## src/rtl/fb_port_arbiter.sv

```systemverilog
// fb_port_arbiter
// Shares one burst memory command/data port between two requesters.
// RD is the display line prefetcher and normally has priority. WR is the
// camera writer and is guaranteed a turn after STARVE_LIMIT back-to-back RD
// grants. Only one burst is in flight at a time. The sequence is:
// arbitrate, present the command, stream the beats, then return to idle.

module fb_port_arbiter #(
    parameter int ADDR_W       = 25,
    parameter int LEN_W        = 8,
    parameter int DATA_W       = 32,
    parameter int STARVE_LIMIT = 3
) (
    input  logic              clk_clk,
    input  logic              reset_reset_n,

    input  logic              rd_req,
    input  logic [ADDR_W-1:0] rd_addr,
    input  logic [LEN_W-1:0]  rd_len,
    output logic              rd_gnt,
    output logic [DATA_W-1:0] rd_data,
    output logic              rd_valid,
    output logic              rd_done,

    input  logic              wr_req,
    input  logic [ADDR_W-1:0] wr_addr,
    input  logic [LEN_W-1:0]  wr_len,
    output logic              wr_gnt,
    input  logic [DATA_W-1:0] wr_data,
    output logic              wr_data_ack,
    output logic              wr_done,

    output logic              mem_cmd_valid,
    input  logic              mem_cmd_ready,
    output logic              mem_write,
    output logic [ADDR_W-1:0] mem_addr,
    output logic [LEN_W-1:0]  mem_len,
    output logic [DATA_W-1:0] mem_wdata,
    input  logic              mem_wdata_ready,
    input  logic [DATA_W-1:0] mem_rdata,
    input  logic              mem_rdata_valid
);

    // The streak must hold 0..STARVE_LIMIT. The +2 keeps the width non-zero
    // even when STARVE_LIMIT is 0.
    localparam int STREAK_W = $clog2(STARVE_LIMIT + 2);

    localparam logic [STREAK_W-1:0] STREAK_MAX = STREAK_W'(STARVE_LIMIT);
    localparam logic [STREAK_W-1:0] STREAK_ONE = STREAK_W'(1);
    localparam logic [LEN_W-1:0]    LEN_ONE    = LEN_W'(1);

    localparam logic [1:0] IDLE    = 2'd0;
    localparam logic [1:0] CMD     = 2'd1;
    localparam logic [1:0] WR_DATA = 2'd2;
    localparam logic [1:0] RD_DATA = 2'd3;

    logic [1:0]          state;
    logic [1:0]          state_nxt;
    logic [LEN_W-1:0]    beat_cnt;
    logic [STREAK_W-1:0] streak;
    logic                rd_zero_done;
    logic                wr_zero_done;

    logic                arb_open;
    logic                pick_any;
    logic                pick_wr;
    logic [LEN_W-1:0]    pick_len;
    logic [ADDR_W-1:0]   pick_addr;
    logic                pick_zero;
    logic                cmd_accept;
    logic                rd_beat;
    logic                wr_beat;
    logic                last_beat;

    // Arbitration is held off while a grant pulse is showing. This matters
    // only for zero-length requests. In that case the requester still holds
    // its request during the pulse cycle, and it must not be granted twice.
    always_comb begin
        arb_open  = (state == IDLE) && !rd_gnt && !wr_gnt;
        pick_any  = arb_open && (rd_req || wr_req);
        pick_wr   = wr_req && (!rd_req || (streak == STREAK_MAX));
        pick_len  = pick_wr ? wr_len  : rd_len;
        pick_addr = pick_wr ? wr_addr : rd_addr;
        pick_zero = (pick_len == '0);
    end

    // Handshake and beat qualifiers. Beats are counted only in the
    // matching data state, so stray strobes never touch the counter.
    always_comb begin
        cmd_accept = (state == CMD) && mem_cmd_ready;
        rd_beat    = (state == RD_DATA) && mem_rdata_valid;
        wr_beat    = (state == WR_DATA) && mem_wdata_ready;
        last_beat  = (beat_cnt == LEN_ONE);
    end

    // Next-state logic for the single-burst sequencer.
    always_comb begin
        state_nxt = state;
        case (state)
            IDLE: begin
                if (pick_any && !pick_zero) begin
                    state_nxt = CMD;
                end
            end
            CMD: begin
                if (mem_cmd_ready) begin
                    state_nxt = mem_write ? WR_DATA : RD_DATA;
                end
            end
            WR_DATA: begin
                if (wr_beat && last_beat) begin
                    state_nxt = IDLE;
                end
            end
            RD_DATA: begin
                if (rd_beat && last_beat) begin
                    state_nxt = IDLE;
                end
            end
            default: state_nxt = IDLE;
        endcase
    end

    // State register. Reset abandons any burst in progress.
    always_ff @(posedge clk_clk or negedge reset_reset_n) begin
        if (!reset_reset_n) begin
            state <= IDLE;
        end else begin
            state <= state_nxt;
        end
    end

    // The command fields are captured from the winner at arbitration time.
    // They stay frozen until the memory accepts them, so the requester may
    // change its inputs once granted.
    always_ff @(posedge clk_clk or negedge reset_reset_n) begin
        if (!reset_reset_n) begin
            mem_cmd_valid <= 1'b0;
            mem_write     <= 1'b0;
            mem_addr      <= '0;
            mem_len       <= '0;
        end else if (pick_any && !pick_zero) begin
            mem_cmd_valid <= 1'b1;
            mem_write     <= pick_wr;
            mem_addr      <= pick_addr;
            mem_len       <= pick_len;
        end else if (cmd_accept) begin
            mem_cmd_valid <= 1'b0;
        end
    end

    // Grant pulses last one cycle. A zero-length winner gets its grant and
    // done together, and no memory command is issued for it.
    always_ff @(posedge clk_clk or negedge reset_reset_n) begin
        if (!reset_reset_n) begin
            rd_gnt       <= 1'b0;
            wr_gnt       <= 1'b0;
            rd_zero_done <= 1'b0;
            wr_zero_done <= 1'b0;
        end else begin
            rd_gnt       <= 1'b0;
            wr_gnt       <= 1'b0;
            rd_zero_done <= 1'b0;
            wr_zero_done <= 1'b0;
            if (pick_any && pick_zero) begin
                if (pick_wr) begin
                    wr_gnt       <= 1'b1;
                    wr_zero_done <= 1'b1;
                end else begin
                    rd_gnt       <= 1'b1;
                    rd_zero_done <= 1'b1;
                end
            end else if (cmd_accept) begin
                if (mem_write) begin
                    wr_gnt <= 1'b1;
                end else begin
                    rd_gnt <= 1'b1;
                end
            end
        end
    end

    // Beat counter. It is loaded with the burst length on command accept
    // and counts down one per transferred beat. The non-zero guard keeps it
    // from wrapping.
    always_ff @(posedge clk_clk or negedge reset_reset_n) begin
        if (!reset_reset_n) begin
            beat_cnt <= '0;
        end else if (cmd_accept) begin
            beat_cnt <= mem_len;
        end else if ((rd_beat || wr_beat) && (beat_cnt != '0)) begin
            beat_cnt <= beat_cnt - LEN_ONE;
        end
    end

    // Starvation streak. It counts consecutive RD wins taken while WR was
    // waiting, and saturates at the limit. Any WR win clears it, and so does
    // an RD win with nobody waiting.
    always_ff @(posedge clk_clk or negedge reset_reset_n) begin
        if (!reset_reset_n) begin
            streak <= '0;
        end else if (pick_any) begin
            if (pick_wr) begin
                streak <= '0;
            end else if (wr_req) begin
                if (streak != STREAK_MAX) begin
                    streak <= streak + STREAK_ONE;
                end
            end else begin
                streak <= '0;
            end
        end
    end

    // Data paths. They are transparent only in their own data state and
    // forced to zero everywhere else.
    always_comb begin
        rd_valid    = rd_beat;
        rd_data     = (state == RD_DATA) ? mem_rdata : '0;
        rd_done     = (rd_beat && last_beat) || rd_zero_done;
        wr_data_ack = wr_beat;
        mem_wdata   = (state == WR_DATA) ? wr_data : '0;
        wr_done     = (wr_beat && last_beat) || wr_zero_done;
    end

endmodule

```

## config.mk

```make
export PLATFORM = sky130hd
export DESIGN_NAME = fb_port_arbiter
export DESIGN_NICKNAME = d
export VERILOG_FILES = /design/src/rtl/fb_port_arbiter.sv
export SDC_FILE = /design/constraint.sdc
export NUM_CORES = 1
export LEC_CHECK = 0
export BUFFER_PORTS_ARGS = -buffer_cell sky130_fd_sc_hd__buf_2
export CAP_MARGIN = 20
export CORE_MARGIN = 3
export CORE_UTILIZATION = 37
export DETAILED_ROUTE_END_ITERATION = 8
export HOLD_SLACK_MARGIN = 0.12
export PLACE_DENSITY = 0.77
export SYNTH_ARGS = -nofsm -noshare
export SYNTH_HDL_FRONTEND = slang
export SYNTH_SLANG_ARGS = --single-unit
```

## constraint.sdc

```tcl
create_clock -name clk_clk -period 2.3 [get_ports clk_clk]
set_input_delay 0.115 -clock clk_clk [delete_from_list [all_inputs] [get_ports clk_clk]]
set_output_delay 0.115 -clock clk_clk [all_outputs]
set_load 0.01 [all_outputs]
```

# [Yosys cells after proc, flatten, opt, wreduce, memory -nomap -nowiden]
# Index checks and enable logic that the tools add are counted.
[totals] wordCells=79 output_inout_bits=105 inputBits=137 register_bits=52
[op_classes] eq_ne=11 n_addsub=2 mux=27 reduce_logical=28
[ops] op="2-to-1 mux 32 bit" count=2
[ops] op="2-to-1 mux 25 bit" count=1
[ops] op="2-to-1 mux 8 bit" count=3
[ops] op="2-to-1 mux 1 bit" count=13
[ops] op="logical AND 1 bit" count=12
[ops] op="2-to-1 mux 3 bit" count=3
[ops] op="equality test 8 x 1 -> 1 bit (second input constant)" count=1
[ops] op="zero test 8 bit" count=1
[ops] op="2-to-1 mux 2 bit" count=4
[ops] op="one-hot mux 2 bit (4 select lines)" count=1
[ops] op="nonzero test 8 bit" count=1
[ops] op="subtractor 8 x 1 -> 8 bit (second input constant)" count=1
[ops] op="inequality test 2 x 1 -> 1 bit (second input constant)" count=3
[ops] op="logical OR 1 bit" count=5
[ops] op="equality test 2 bit (second input constant)" count=2
[ops] op="zero test 1 bit" count=4
[ops] op="AND reduction 4 bit" count=1
[ops] op="nonzero test 2 bit" count=2
[ops] op="adder 3 x 1 -> 3 bit (second input constant)" count=1
[ops] op="equality test 3 x 2 -> 1 bit (second input constant)" count=1
[ops] op="inequality test 3 x 1 -> 1 bit (second input constant)" count=1
[ops] op="inequality test 3 x 2 -> 1 bit (second input constant)" count=1
[ops] op="equality test 2 x 1 -> 1 bit (second input constant)" count=1
[ops] op="zero test 2 bit" count=1
[ops] op="2 further kinds" count=2

# [Longest topological paths before layout]
# Gate-level depths: netlist (run 1).
[depth] depth_word=9 ltp_mapped=8

# [Worst setup path after synthesis (run 1)]
# OpenSTA, ideal clock, no wires.
[synth_path] path_kind="flip-flop to flip-flop" from="register streak[0]" to="register mem_addr[0]" path_stages_with_launch=9 path_slack_ps=-38 arrival_ps=2213 t_required_ps=2175 path_cell_list="dfrtp_1 > ha_1 > ha_1 > and2b_2 > nand2b_1 > buf_2 > clkbuf_1 > mux2_2 > mux2_4"
[synth_between] elab_chain_cells=7
[synth_lines] element="start, declared" line="60" source="logic [STREAK_W-1:0] streak;"
[synth_lines] element="start signal, assigned" line="207" source="streak <= streak + STREAK_ONE;"
[synth_lines] element="equality test 3 x 2 -> 1 bit *" line="81" source="pick_wr = wr_req && (!rd_req || (streak == STREAK_MAX));"
[synth_lines] element="logical OR 1 bit *" line="81"
[synth_lines] element="logical AND 1 bit *" line="81"
[synth_lines] element="2-to-1 mux 8 bit" line="82" source="pick_len = pick_wr ? wr_len : rd_len;"
[synth_lines] element="zero test 8 bit" line="84" source="pick_zero = (pick_len == '0);"
[synth_lines] element="zero test 1 bit" line="142" source="end else if (pick_any && !pick_zero) begin"
[synth_lines] element="logical AND 1 bit" line="142"
[synth_lines] element="end signal, assigned" line="145" source="mem_addr <= pick_addr;"
[synth_lines] element="end, declared" line="36" source="output logic [ADDR_W-1:0] mem_addr,"
# Mark *: on every way between the ends. The rest lies on a longest branch, timed or not.
# A chain may end at the register's enable or synchronous reset.

# [Worst setup path in the final report (run 1)]
[layout_path] from="register streak[0]" to="register mem_len[2]"
[layout_between] elab_chain_cells=7
[layout_lines] element="equality test 3 x 2 -> 1 bit *" line="81"
[layout_lines] element="logical OR 1 bit *" line="81"
[layout_lines] element="logical AND 1 bit *" line="81"
[layout_lines] element="2-to-1 mux 8 bit *" line="82"
[layout_lines] element="zero test 8 bit" line="84"
[layout_lines] element="zero test 1 bit" line="142"
[layout_lines] element="logical AND 1 bit" line="142"
[layout_lines] element="end signal, assigned" line="146" source="mem_len <= pick_len;"
[layout_lines] element="end, declared" line="37" source="output logic [LEN_W-1:0] mem_len,"
# Marks and branches as above.

==> reports/metrics.csv, run 1 <==
stage;metric;value;unit
min_path;hold_path_depth;3;
routing;drt_pre_antenna_iters;4;
sta;slew_headroom;65.7;%
yosys;synth_ff_type;sky130_fd_sc_hd__dfrtp_1;
grt;grtUsageMet2;32.8;%
power;swShare;37.8;%
worst_setup_path;worst-r2r-cell-count;7;
final_layout;multiInputGateArea;1900;µm²
yosys;yosys.cell_types.count;47;
clocking;postCtsHoldBufs;1;
floorplanning;ioPinCount;242;
yosys;synth-async-reset-ratio;100;%
floorplanning;design.core.area;8460;µm²
worst_setup_path;critPathBufInv;1;
grt;grt.overflow.total;0;
grt;grt_use_met3;4.84;%
power;clkPwrFrac;13.4;%
clocking;cts_buffers;5;
sta;maxSlewViolCount;0;
sta;grt_setup_unrepaired;no;
placement;final_hpwl_from_detailed_placement;7.97;mm
yosys;synth-edff-count;0;
clocking;cts_h_tree_depth;2;
worst_setup_path;cp-end-kind;register;
sta;finalHoldViolations;0;
sta;setup_violations;0;
yosys;synthesis.yosys.warnings;0;
worst_setup_path;timing.critical_path.fanout_max;34;
yosys;netlist_instances;302;
worst_setup_path;critical_path.max_stage_delay;370;ps
sta;layout_min_cycle_time;2190;ps
sta;setup_ws;114;ps
placement;numPortBuffers;241;
floorplanning;die_w;101;µm
worst_setup_path;cpMaxStageDelayCell;sky130_fd_sc_hd__dfrtp_1;
yosys;syn_nets;443;
final_layout;num-nets-final;679;
clocking;clkLatencyLatePin;310;ps
final_layout;area.growth.synth_to_final;43.2;%
placement;place.gp.congestion;0.822;
power;pwr-share-seq;34.4;%
yosys;syn-cell-area;3330;µm²
final_layout;insertedDiodeCount;0;
power;power.switching;1.77;mW
routing;route.detailed.drc;0;
power;p_leak;2.60;nW
sta;final.period_utilization;95.0;%
clocking;tritoncts;built;
grt;vias_in_the_first_global_route;3148;
grt;gr-usage-all-layers;18.2;%
worst_setup_path;critical-path-top-cell-by-count;sky130_fd_sc_hd__ha_1;
status;run_status;finished clean;
worst_setup_path;criticalPathCategory;reg2reg;
yosys;seq_area_frac_synth;39.1;%
power;vdd.ir_drop.worst;679;µV
clocking;clock_path_buffers;2;
final_layout;fillers;758;
clocking;root_buffer;sky130_fd_sc_hd__clkbuf_8;
yosys;synth.avg_cell_area;11.0;µm²
routing;detail_route.wl_per_cell;15.4;µm
min_path;timing.hold.worst.class;in2reg;
grt;grt_first_pass_wirelength;14.9;mm
worst_setup_path;crit_start_category;register;
final_layout;top_library_cells_by_usage_in_the_layout_fill_and_taps_aside;241 x sky130_fd_sc_hd__buf_2, 52 x sky130_fd_sc_hd__dfrtp_1, 38 x sky130_fd_sc_hd__mux2_2;
routing;drt-total-wl;9.89;mm
routing;dr.first_iter.drc_count;97;
floorplanning;fp-row-count;33;
worst_setup_path;data_arrival_time_of_the_worst_path;2390;ps
worst_setup_path;critPathRequiredTime;2500;ps
routing;vias;3206;
final_layout;area.sequential;1300;µm²
worst_setup_path;critPathTopFamily;simple AND/OR/NAND/NOR gates;
grt;groute.layer.met1.usage;21.0;%
grt;top_usage_layer;met2;
power;combPwrFrac;52.1;%
clocking;post-cts-setup-buffer-count;0;
worst_setup_path;worst-path-stages;7;
power;p_int;2.92;mW
placement;worst_slack_at_placement;117;ps
routing;final_antenna_net_count;0;
floorplanning;dieArea;10200;µm²
power;power_density_over_the_cells;984;nW/µm²
final_layout;layout-drive-gt1-share;62.0;%
grt;grt_start_max_net_pins;43;
clocking;ctsResizeCount;0;
floorplanning;fp.dieH;101;µm
clocking;tritoncts_num_sinks;52;
clocking;clkTransAtPathRegs;100;ps
sta;worstMarginPinSlew;510;ps
final_layout;final_util;56.3;%
grt;antenna_found_initial;0;
routing;drt-vias-per-instance;4.98;
sta;worst_clock_skew;8.54;ps
floorplanning;effective_utilization_at_floorplan;39.3;%
job;max_cap_violations;0;
sta;fmax;457;MHz
yosys;register_bit_total_from_synthesis;52;
final_layout;layout_commonest_cell;sky130_fd_sc_hd__buf_2;
worst_setup_path;crit_path_cell_trace;ha_1, ha_1, and2b_2, nand2b_2, a211oi_4, buf_12, mux2_2;
-- worst paths after layout --
path,start,to,slack [ps]
hold / removal,wr_addr[1],mem_addr[1]$_DFFE_PN0P_,160
hold reg to reg,mem_cmd_valid$_DFFE_PN0P_,mem_cmd_valid$_DFFE_PN0P_,480
setup reg to reg,streak[0]$_DFFE_PN0P_,mem_len[2]$_DFFE_PN0P_,110
max in group asynchronous,reset_reset_n,wr_zero_done$_DFF_PN0_,1260
min in group asynchronous,reset_reset_n,mem_addr[10]$_DFFE_PN0P_,250
setup / recovery,streak[0]$_DFFE_PN0P_,mem_len[2]$_DFFE_PN0P_,110
-- routing by layer --
metal	routed length (µm)	vias to the layer above
li1	-	1556
met1	3760	1485
met2	5010	157
met3	1000	8
met4	119	0
met5	0	-
-- kinds of logic (layout without fill, tap and decap cells) --
kind of cell / count (synthesis) / in the layout / share of synthesized area (%)
compound gates: 33 / 33 / 7.67
fa+ha+maj: 4 / 4 / 1.50
buf+inv: 29 / 266 / 4.02
flops: 52 / 52 / 39.1
mux: 67 / 67 / 25.9
simple gates: 117 / 117 / 21.8
-- state kept, by name (all words and copies together), names as in the netlist --
register,flops
mem_addr,25
beat_cnt,8
mem_len,8
streak,3
state,2
mem_cmd_valid,1
mem_write,1
rd_gnt,1
rd_zero_done,1
wr_gnt,1
wr_zero_done,1
-- worst register-to-register path, delay by kind of cell, from the launching register on --
family	cells	cell delay [ps]
flops	1	370
buf+inv	1	290
fa+ha+maj	2	280
compound gates	1	280
simple gates	2	470
mux	1	380
-- synthesized netlist by cell type, types with 2 or more instances --
master,instances,area share (%)
sky130_fd_sc_hd__o211ai_1,3,0.68
sky130_fd_sc_hd__dfrtp_1,52,39
sky130_fd_sc_hd__nor2_1,7,0.79
sky130_fd_sc_hd__inv_1,9,1.0
sky130_fd_sc_hd__mux2_2,38,13
sky130_fd_sc_hd__nand2_1,12,1.4
sky130_fd_sc_hd__buf_2,2,0.30
sky130_fd_sc_hd__clkbuf_1,14,1.6
sky130_fd_sc_hd__buf_6,3,1.0
sky130_fd_sc_hd__nand3_1,5,0.75
sky130_fd_sc_hd__o22ai_1,3,0.56
sky130_fd_sc_hd__ha_1,4,1.5
sky130_fd_sc_hd__nor4_4,2,1.3
sky130_fd_sc_hd__or4_1,7,1.6
sky130_fd_sc_hd__and2_1,34,6.4
sky130_fd_sc_hd__or3_1,3,0.56
sky130_fd_sc_hd__nor3b_1,2,0.45
sky130_fd_sc_hd__nor3_1,4,0.60
sky130_fd_sc_hd__and3_1,33,6.2
sky130_fd_sc_hd__a21oi_1,2,0.30
sky130_fd_sc_hd__a21o_1,2,0.45
sky130_fd_sc_hd__mux2_4,29,13
sky130_fd_sc_hd__o21ai_0,8,1.2
-- area by class of cell --
cell class                 instances  area share, %
sequential                        52           27.3
clock buffer                       6           1.52
multi-input combinational        221           39.8
clock inverter                     2          0.813
timing repair buffer             249           27.1
inverter                           9          0.708
tap                              105           2.76
-- through the flow --
step | setup TNS (ps) | instance area, µm² | cells | hold slack (ps) | total power [mW]
after global routing | 0 | 4770 | 644 | 155 | 5.03
after detailed placement | 0 | 4650 | 635 | 41.1 | 4.10
after global placement | 0 | 4650 | 635 | 37.8 | 4.02
after CTS | 0 | 4770 | 644 | 155 | 4.74
after floorplan | -729 | 3330 | 302 | -181 | 3.07
final | 0 | 4770 | 644 | 157 | 4.69
-- power groups by stage --
| stage | logic [mW] | registers, mW | clock network (mW) |
|---|---|---|---|
| after global routing | 2.70 | 1.67 | 0.669 |
| final | 2.45 | 1.61 | 0.630 |
| after CTS | 2.49 | 1.61 | 0.640 |
| after detailed placement | 2.49 | 1.61 | 0 |
| after floorplan | 1.36 | 1.70 | 0 |
| after global placement | 2.41 | 1.61 | 0 |
Power figures use the tool's default switching activity.
==> inputs of run 2 (changes only) <==
==> config.mk (replaced) <==
export PLATFORM = sky130hd
export DESIGN_NAME = fb_port_arbiter
export DESIGN_NICKNAME = d
export VERILOG_FILES = /design/src/rtl/fb_port_arbiter.sv
export SDC_FILE = /design/constraint.sdc
export NUM_CORES = 1
export LEC_CHECK = 0
export CAP_MARGIN = 20
export CORE_MARGIN = 3
export CORE_UTILIZATION = 40
export CTS_BUF_LIST = sky130_fd_sc_hd__clkbuf_8
export DETAILED_ROUTE_END_ITERATION = 8
export DONT_BUFFER_PORTS = 1
export HOLD_SLACK_MARGIN = 0.12
export SYNTH_ARGS = -nofsm -noshare
export SYNTH_HDL_FRONTEND = slang
export SYNTH_SLANG_ARGS = --single-unit
==> run 2 against run 1 <==
Critical path depth unchanged. First-iteration DRC count shrank 9.3%. Combinational power decreased by 29%. Via count down 16%. Clock power decreased by 15%. Sequential share of layout area is 2.9 points higher. Count of clock-buffer cells in the layout unchanged. Die area down 7.1%. Worst setup slack worse by 3.6 ps.
==> reports/metrics.csv, run 2 (synthesized netlist as in run 1, its figures left out) <==
stage;metric;value;unit
status;run_status;finished clean;
sta;fmax;457;MHz
routing;dr.first_iter.drc_count;88;
sta;setup_violations;0;
final_layout;layout-drive-gt1-share;26.2;%
routing;drt-vias-per-instance;5.65;
clocking;cts_buffers;5;
power;p_leak;1.90;nW
worst_setup_path;timing.critical_path.fanout_max;25;
placement;numPortBuffers;0;
worst_setup_path;critical-path-top-cell-by-count;sky130_fd_sc_hd__ha_1;
clocking;cts_h_tree_depth;2;
final_layout;area.growth.synth_to_final;29.6;%
sta;finalHoldViolations;0;
floorplanning;dieArea;9450;µm²
worst_setup_path;critPathRequiredTime;2480;ps
routing;drt-total-wl;11.0;mm
clocking;tritoncts_num_sinks;52;
routing;detail_route.wl_per_cell;23.1;µm
worst_setup_path;crit_start_category;register;
placement;final_hpwl_from_detailed_placement;7.73;mm
grt;gr-usage-all-layers;22.6;%
final_layout;layout_commonest_cell;sky130_fd_sc_hd__dlygate4sd3_1;
grt;vias_in_the_first_global_route;2949;
min_path;timing.hold.worst.class;in2reg;
worst_setup_path;crit_path_cell_trace;ha_1, ha_1, and2b_2, nand2b_2, a211oi_4, buf_12, mux2_2;
worst_setup_path;cp-end-kind;register;
worst_setup_path;criticalPathCategory;reg2reg;
sta;final.period_utilization;95.2;%
sta;layout_min_cycle_time;2190;ps
floorplanning;fp.dieH;97.2;µm
clocking;clkTransAtPathRegs;90;ps
worst_setup_path;critPathTopFamily;simple AND/OR/NAND/NOR gates;
final_layout;top_regs;mem_addr x25, beat_cnt x8, mem_len x8;
placement;post-place-cells;395;
final_layout;largest_register_ffs;25;
grt;grt.overflow.total;0;
floorplanning;ioPinCount;242;
sta;maxSlewViolCount;0;
sta;worst_clock_skew;6.67;ps
worst_setup_path;critPathBufInv;1;
grt;grt_start_max_net_pins;53;
final_layout;layout.cells.non_filler;478;
clocking;clock_path_buffers;2;
power;vdd.ir_drop.worst;502;µV
routing;vias;2701;
worst_setup_path;data_arrival_time_of_the_worst_path;2370;ps
job;max_cap_violations;0;
worst_setup_path;critical_path.max_stage_delay;380;ps
sta;slew_headroom;72.2;%
grt;grt_first_pass_wirelength;16.9;mm
final_layout;top_register;mem_addr;
floorplanning;effective_utilization_at_floorplan;42.2;%
floorplanning;design.core.area;7890;µm²
final_layout;num-nets-final;514;
clocking;clkLatencyLatePin;300;ps
routing;drt_pre_antenna_iters;4;
routing;final_antenna_net_count;0;
final_layout;top_library_cells_by_usage_in_the_layout_fill_and_taps_aside;72 x sky130_fd_sc_hd__dlygate4sd3_1, 52 x sky130_fd_sc_hd__dfrtp_1, 38 x sky130_fd_sc_hd__mux2_2;
clocking;post-cts-setup-buffer-count;0;
placement;place.gp.congestion;0.882;
clocking;root_buffer;sky130_fd_sc_hd__clkbuf_8;
clocking;tritoncts;built;
floorplanning;die_w;97.2;µm
worst_setup_path;worst_reg2reg_setup_slack;110;ps
worst_setup_path;cpMaxStageDelayCell;sky130_fd_sc_hd__dfrtp_1;
sta;worstMarginPinSlew;413;ps
power;power_density_over_the_cells;957;nW/µm²
routing;route.detailed.drc;0;
grt;antenna_found_initial;2;
sta;finalSetupTns;0;ps
power;finalPower;4.13;mW
floorplanning;fp-row-count;32;
sta;grt_setup_unrepaired;no;
==> run 2: changes by cell type in the layout (fill, tap and decap cells not counted), sizes merged <==
| cell | before | now |
|---|---|---|
| buf | 248 | 12 |
| bufinv | 1 | 0 |
| clkinvlp | 0 | 1 |
| diode | 0 | 2 |
| dlygate4sd3 | 1 | 72 |
==> run 2: final cells by class <==
class                           instances  area (µm²)
Tap cell                              102         128
Timing Repair Buffer                   84         856
Clock buffer                            6        82.6
Fill cell                             635        3570
Sequential cell                        52        1300
Clock inverter                          2        11.3
Multi-Input combinational cell        221        1900
Antenna cell                            2        5.00
Inverter                                9        33.8
==> run 2: worst reg2reg max path: cells and delay by family, from the launching register on <==
kind,cells,cell delay (ps)
AO/OA/AOI/OAI,1,300
adder cells (fa/ha/maj),2,290
buffers and inverters,1,250
flip-flops,1,380
multiplexers,1,370
AND/OR/NAND/NOR,2,490
==> run 2: final timing paths <==
| kind | startpoint | end | cells after the start |
|---|---|---|---|
| min reg2reg | streak[1]$_DFFE_PN0P_ | streak[1]$_DFFE_PN0P_ | 2 |
| min | wr_req | mem_write$_DFFE_PN0P_ | 3 |
| max in group asynchronous | reset_reset_n | mem_addr[15]$_DFFE_PN0P_ | 2 |
| min in group asynchronous | reset_reset_n | beat_cnt[6]$_DFFE_PN0P_ | 2 |
| max reg2reg | streak[0]$_DFFE_PN0P_ | mem_len[0]$_DFFE_PN0P_ | 7 |
| max | streak[0]$_DFFE_PN0P_ | mem_len[0]$_DFFE_PN0P_ | 7 |
==> run 2: per-layer routing <==
metal	GRT usage, %	part of all wire (%)	up-vias
li1	-	-	1229
met1	25.4	36	1277
met2	40.3	51	178
met3	7.54	10	17
met4	7.56	2.6	0
met5	0	0	-
==> run 2: per-stage QoR <==
stage          util, %  cell area (µm²)  hold WS (ps)  worst slack, ps
2_1_floorplan        -             3330          -181            -36.4
3_3_place_gp      44.0             3470          -179              175
3_5_place_dp      44.0             3470          -179              152
4_1_cts           54.6             4310           153              120
5_1_grt           54.7             4310           157             10.0
6_report          54.7             4310           165              111
==> run 2: power by group <==
group          internal, mW  total [mW]  switching, mW
clock network         0.241       0.535          0.294
logic                 0.902        1.75          0.849
registers              1.31        1.84          0.536
total                  2.45        4.13           1.68
==> run 2: what timing repair did <==
item | 4_1_cts | 5_1_grt
endpoints found under the hold margin | 92 | 0
resized for setup | 0 | 0
hold buffers | 73 | 0
